--- config.mk ---
export PLATFORM = sky130hd
export DESIGN_NAME = cute_lock_seq_keymux
export DESIGN_NICKNAME = d
export VERILOG_FILES = /design/src/rtl/cute_lock_seq_keymux.sv
export SDC_FILE = /design/constraint.sdc
export NUM_CORES = 1
export LEC_CHECK = 0
export ABC_AREA = 1
export ABC_CLOCK_PERIOD_IN_PS = 1900
export BUFFER_PORTS_ARGS = -buffer_cell sky130_fd_sc_hd__buf_2
export CORE_MARGIN = 3
export CORE_UTILIZATION = 43
export CTS_CLUSTER_SIZE = 12
export DETAILED_ROUTE_END_ITERATION = 8
export PLACE_DENSITY = 0.63
export SKIP_LAST_GASP = 1
export SLEW_MARGIN = 25
export SYNTH_ARGS = -nofsm -noshare
export SYNTH_HDL_FRONTEND = slang
export SYNTH_SLANG_ARGS = --single-unit
export TNS_END_PERCENT = 50
--- constraint.sdc ---
create_clock -name clock -period 1.9 [get_ports clock]
set_clock_uncertainty 0.05 [all_clocks]
set_input_delay 0.285 -clock clock [delete_from_list [all_inputs] [get_ports clock]]
set_output_delay 0.285 -clock clock [all_outputs]
set_load 0.005 [all_outputs]
--- src/rtl/cute_lock_seq_keymux.sv ---
// Counter-driven key-gating mux: a per-state key selects true_in or decoy_in
// for the protected register, with mismatch accounting for observability.
module cute_lock_seq_keymux #(
    parameter int                           KEY_W      = 3,
    parameter int                           NUM_STATES = 4,
    parameter int                           STATE_W    = $clog2(NUM_STATES),
    parameter logic [NUM_STATES*KEY_W-1:0]  KEY_TABLE  = 12'hBB2,
    parameter int                           CNT_MODE   = 0,
    parameter int                           REG_OUT    = 1
) (
    input  logic               clock,
    input  logic               reset,
    input  logic               advance,
    input  logic [KEY_W-1:0]   keyinput,
    input  logic               true_in,
    input  logic               decoy_in,
    output logic               locked_out,
    output logic [STATE_W-1:0] state_out,
    output logic               key_ok,
    output logic [7:0]         mismatch_cnt,
    output logic               lock_err
);

    localparam logic [STATE_W-1:0] LAST_IDX = STATE_W'(NUM_STATES - 1);

    logic [STATE_W-1:0] idx;
    logic [KEY_W-1:0]   cur_key;
    logic               sel;

    // The table is always addressed by the binary index, whatever state_out shows.
    assign cur_key = KEY_TABLE[int'(idx)*KEY_W +: KEY_W];
    assign key_ok  = (keyinput == cur_key);

    // NOTE: give every always_comb output a default first so no path leaves it unassigned (no latch).
    always_comb begin
        sel = decoy_in;
        if (key_ok) begin
            sel = true_in;
        end
    end

    // Accounting uses the pre-edge idx, i.e. the state being left.
    // NOTE: sequential state uses non-blocking assignments so every flop samples pre-edge values.
    always_ff @(posedge clock) begin
        if (reset) begin
            idx          <= '0;
            mismatch_cnt <= '0;
            lock_err     <= 1'b0;
        end else if (advance) begin
            idx <= (idx == LAST_IDX) ? '0 : idx + 1'b1;
            if (!key_ok) begin
                if (mismatch_cnt != 8'hFF) begin
                    mismatch_cnt <= mismatch_cnt + 8'd1;
                end
                lock_err <= 1'b1;
            end
        end
    end

    if (CNT_MODE == 1) begin : g_gray
        assign state_out = idx ^ (idx >> 1);
    end else begin : g_bin
        assign state_out = idx;
    end

    if (REG_OUT == 1) begin : g_reg_out
        logic locked_q;
        always_ff @(posedge clock) begin
            if (reset) begin
                locked_q <= 1'b0;
            end else begin
                locked_q <= sel;
            end
        end
        assign locked_out = locked_q;
    end else begin : g_comb_out
        assign locked_out = sel;
    end

endmodule

==> metrics.yaml, run 1 <==
status: "finished, final reports clean"
diodes: 0
post-route-period-util_pct: 93.14
drc_errors: 0
path_clk_slew_ns: 0.08
r2r-start: "state_out[0]"
synthTopCellsByArea: "dfxtp_1 (30%), nand2_1 (15%), nor2_1 (9.4%)"
path_max_fanout: 8
crit_arrival_ns: 1.43
antenna_found_initial: 0
drt-pass1-iter-count: 4
wl_per_cell_um: 9.911
finalMaxSlewViolations: 0
first_global_vias: 685
syn_nets: 131
design.core.area_mm2: 0.001629
yosys_warnings: 0
hold_viol: 0
peakVddDrop_uv: 317.3
relSlewSlack_pct: 82.72
die-area_mm2: 0.002409
syn_inst: 119
cp-start-kind: "register"
swShare_pct: 26.69
drive_gt1_share_pct: 28.47
grtUsageMet1_pct: 20.81
cts.sinks: 12
hold_start: "true_in"
overflow: 0
cellLeakagePower_uw: 0.0005264
fin_nets: 157
syn_avg_cell_area_um2: 6.708
holdWs_ns: 0.2084
syn2layout_area_growth_pct: 21.47
worst_pin_slew_ns: 0.2592
initial_core_util_pct: 49.00
initialDrtViolationCount: 13
num_io_pins: 21
power.density_mw_per_mm2: 598.1
critPathCaptureType: "output port"
required_ns: 1.56
seq_power_share_pct: 47.9
clk_latency_ns: 0.27
rsz0062_at_grt: "no"
grt_pass1_wl_mm: 2.898
pwr-share-comb_pct: 17.1
grtUsageTotal_pct: 14.83
crit_type: "reg -> out"
ys_seq_area_share_pct: 30.09
power_switching_uw: 154.8
layout_common_cells: "nand2_1 (31), nor2_1 (20), buf_2 (20)"
stdcell_count: 168
port_buffers: 20
p_int_uw: 425.2
setup_viol_count_final: 0
netlist_area_um2: 798.3
via_count: 777
met2_usage_pct: 21.21
fin_setup_tns_ns: 0
hold_buffers: 0
die_height_um: 49.09
layout_min_cycle_time_ns: 1.770
drt-total-wl_mm: 1.665
met3_usage_pct: 5.810
dp.cells: 160
max_freq_ghz: 0.5651
htree_levels: 1
ys_ff_latch: 12
clk_path_buf_depth: 2
tritoncts: "built"
numCtsBuffers: 3
pwr-share-clk_pct: 35.1
dp_hpwl_mm: 1.263
grt_max_degree: 14
hold_path_class: "in -> reg"
critPathLaunch: "state_out[0]"
viasPerCell: 4.625
die-width_um: 49.09
final_common_cell: "nand2_1"
gp_congestion: 0.7791
ant_nets: 0
rows: 14
root_buffer: "clkbuf_4"
yosysTopAreaCellShare_pct: 30.09
cap_violations: 0
synth.distinct_cells: 22
synth_area_leader_cell: "dfxtp_1"
busiest_layer: "met2"
## registers in the layout (all words and copies together) (netlist names)
register,cells
locked_out,1
state_out,2
lock_err,1
mismatch_cnt,8
## power groups by stage
stage	registers (uW)	logic [uW]	clock network, uW
detailed placement	283	88.6	0
floorplan	283	61.0	0
CTS	277	91.9	210
global route	281	113	222
global placement	282	88.1	0
finish	278	98.9	203
## routing by layer
layer  vias up  share of wire, %
met2        19                43
li1        418                 -
met3         0               5.7
met4         0                 0
met1       340                51
met5         -                 0
## worst max-delay path, cell delays in order, from the launching register on
cell and delay [ns]:
dfxtp_2 0.35, ha_1 0.21, nand2_1 0.06, inv_1 0.03, nor2_1 0.16, nand3_4 0.14, inv_1 0.09, buf_2 0.11
## repair_timing
action,in CTS,in global routing
pin swaps,0,0
endpoints found under the setup margin,1,1
setup buffers,0,4
resized for setup,1,2
## synth_stat cells (all sizes together)
| cell | number |
|---|---|
| a211oi | 1 |
| a21oi | 8 |
| buf | 1 |
| clkbuf | 1 |
| clkdlybuf4s25 | 1 |
| clkinv | 1 |
| dfxtp | 12 |
| ha | 4 |
| inv | 19 |
| nand2 | 35 |
| nand3 | 6 |
| nand3b | 1 |
| nand4 | 6 |
| nor2 | 21 |
| or2 | 1 |
| xnor2 | 1 |
## cell families after synthesis
kind of cell / share of synthesized area, %
AND/OR/NAND/NOR: 42.16
buffers and inverters: 13.95
flip-flops: 30.09
AO/OA/AOI/OAI: 6.426
adder cells (fa/ha/maj): 6.270
XOR/XNOR: 1.097
## final timing paths
path	slack, ns	depth (start not counted)	to
worst max-delay path	0.13	7	key_ok
worst max register to register	0.36	10	mismatch_cnt[0]
worst min register to register	0.40	2	lock_err
worst min-delay path	0.21	3	locked_out
## area by class of cell
cell class | count | area, um2
Sequential cell | 12 | 242.7
Multi-Input combinational cell | 84 | 454.2
Clock buffer | 4 | 36.28
Timing Repair Buffer | 24 | 130.1
Fill cell | 163 | 659.4
Tap cell | 24 | 30.03
Inverter | 20 | 76.32
## through the flow
| stage | setup slack (ns) | total power [uW] | area, um2 | utilization (%) |
|---|---|---|---|---|
| finish | 0.1303 | 580.0 | 969.7 | 59.52 |
| global route | 0.01383 | 615.7 | 969.7 | 59.52 |
| CTS | 0.001658 | 579.2 | 937.1 | 57.53 |
| detailed placement | 0.2393 | 371.3 | 893.4 | 54.84 |
| global placement | 0.2974 | 369.9 | 893.4 | 54.84 |
| floorplan | 0.4368 | 343.7 | 798.3 | - |
(Power assumes the default switching activity.)
==> run 2: changes to the inputs <==
- CTS_BUF_LIST: unset -> sky130_fd_sc_hd__clkbuf_8
==> metrics.yaml, run 2 (synthesized netlist as in run 1, its figures left out) <==
status: "finished, final reports clean"  # unchanged
hold_path_class: "in -> reg"  # unchanged
met2_usage_pct: 21.21  # unchanged
root_buffer: "clkbuf_8"  # was clkbuf_4
clk_latency_ns: 0.24  # was 0.27 ns
first_global_vias: 679  # was 685
grt_max_degree: 14  # unchanged
critPathCaptureType: "output port"  # unchanged
crit_path_cell_trace: "ha_1 > nand2_1 > inv_1 > nor2_1 > nand3_4 > inv_1 > buf_2"  # unchanged
num_io_pins: 21  # unchanged
layout_common_cells: "nand2_1 (31), nor2_1 (20), buf_2 (20)"  # unchanged
wl_per_cell_um: 10.01  # was 9.911 um
drt-total-wl_mm: 1.681  # was 1.665 mm
cp-start-kind: "register"  # unchanged
dp_hpwl_mm: 1.263  # unchanged
fin_nets: 157  # unchanged
rsz0062_at_grt: "no"  # unchanged
cellLeakagePower_uw: 0.0005341  # was 0.0005264 uW
grtUsageTotal_pct: 14.96  # was 14.83%
die-area_mm2: 0.002409  # unchanged
peakVddDrop_uv: 370.6  # was 317.3 uV
relSlewSlack_pct: 82.30  # was 82.72%
power.density_mw_per_mm2: 664.7  # was 598.1 mW/mm2
post-route-period-util_pct: 90.86  # was 93.14%
viasPerCell: 4.601  # was 4.625
path_max_fanout: 8  # unchanged
grt_pass1_wl_mm: 2.918  # was 2.898 mm
initialDrtViolationCount: 13  # unchanged
tritoncts: "built"  # unchanged
fin_setup_tns_ns: 0  # unchanged
met3_usage_pct: 5.810  # unchanged
port_buffers: 20  # unchanged
setup_viol_count_final: 0  # unchanged
multi_input_area_um2: 454.2  # unchanged
required_ns: 1.56  # about the same
die-width_um: 49.09  # unchanged
path_clk_slew_ns: 0.05  # was 0.08 ns
numCtsBuffers: 3  # unchanged
dp.cells: 160  # unchanged
hold_viol: 0  # unchanged
max_freq_ghz: 0.5793  # was 0.5651 GHz
ant_nets: 0  # unchanged
layout_min_cycle_time_ns: 1.726  # was 1.770 ns
final_util_pct: 60.68  # was 59.52%
rows: 14  # unchanged
busiest_layer: "met2"  # unchanged
cap_violations: 0  # unchanged
crit_arrival_ns: 1.39  # was 1.43 ns
largest_register_ffs: 8  # unchanged
grtUsageMet1_pct: 21.18  # was 20.81%
stdcell_count: 168  # unchanged
worst_pin_slew_ns: 0.2656  # was 0.2592 ns
slowest_delay_ns: 0.34  # was 0.35 ns
nFillCells: 159  # was 163
via_count: 773  # was 777
die_height_um: 49.09  # unchanged
crit_top_cell: "inv_1"  # unchanged
top_register: "mismatch_cnt"  # unchanged
antenna_found_initial: 0  # unchanged
drive_gt1_share_pct: 28.47  # unchanged
crit_slowest_cell: "dfxtp_2"  # unchanged
htree_levels: 1  # unchanged
design.core.area_mm2: 0.001629  # unchanged
initial_core_util_pct: 49.00  # unchanged
drc_errors: 0  # unchanged
crit_type: "reg -> out"  # unchanged
drt-pass1-iter-count: 4  # unchanged
seqCellArea_um2: 242.7  # unchanged
gp_congestion: 0.7791  # unchanged
final_common_cell: "nand2_1"  # unchanged
overflow: 0  # unchanged
diodes: 0  # unchanged
cts.sinks: 12  # unchanged
clk_path_buf_depth: 2  # unchanged
finalMaxSlewViolations: 0  # unchanged
syn2layout_area_growth_pct: 23.82  # was 21.47%
==> run 2: path summary, 6_finish.rpt <==
kind	cells after the start	start	slack [ns]	end
setup / recovery	7	state_out[0]	0.17	key_ok
hold reg to reg	2	lock_err	0.40	lock_err
hold / removal	3	true_in	0.24	locked_out
setup reg to reg	10	state_out[0]	0.37	mismatch_cnt[7]
==> run 2: power breakdown <==
part / leakage (uW) / switching (uW) / internal [uW]
Combinational: 0.000406 / 54.8 / 44.1
Clock: 0.0000288 / 96.7 / 183
Sequential: 0.0000989 / 13.0 / 265
Total: 0.000534 / 164 / 493
==> run 2: area by class of cell <==
cell class              count  area share, %
clock buffers               4          5.570
inverters                  20          7.722
multi-input cells          84          45.95
flip-flops and latches     12          24.56
well taps                  24          3.038
repair buffers             24          13.16
==> run 2: worst max-delay path, delay by kind of cell (launching register included) <==
family | cells | cell delay (ns)
flops | 1 | 0.34
simple gates | 3 | 0.36
fa+ha+maj | 1 | 0.21
buf+inv | 3 | 0.23
==> run 2: repair_timing <==
item | in CTS | in global routing
gates resized for setup | 1 | 2
pin swaps | 0 | 0
hold buffers | 0 | 0
buffers inserted | 0 | 4
endpoints found under the setup margin | 1 | 1
==> run 2: per-stage QoR <==
stage / setup slack [ns] / hold slack, ns / total power, uW / area (um2)
3_3_place_gp: 0.2974 / 0.3873 / 369.9 / 893.4
4_1_cts: 0.04490 / 0.2383 / 656.5 / 955.9
6_report: 0.1738 / 0.2410 / 657.1 / 988.4
3_5_place_dp: 0.2393 / 0.3921 / 371.3 / 893.4
5_1_grt: 0.06196 / 0.2622 / 690.9 / 988.4
2_1_floorplan: 0.4368 / 0.3778 / 343.7 / 798.3
==> run 2: per-layer routing <==
layer	vias up	part of all wire, %	wire (um)
met4	0	0.48	8
met2	16	42	710
met5	-	0	0
met1	336	52	878
met3	3	4.9	82
li1	418	-	-
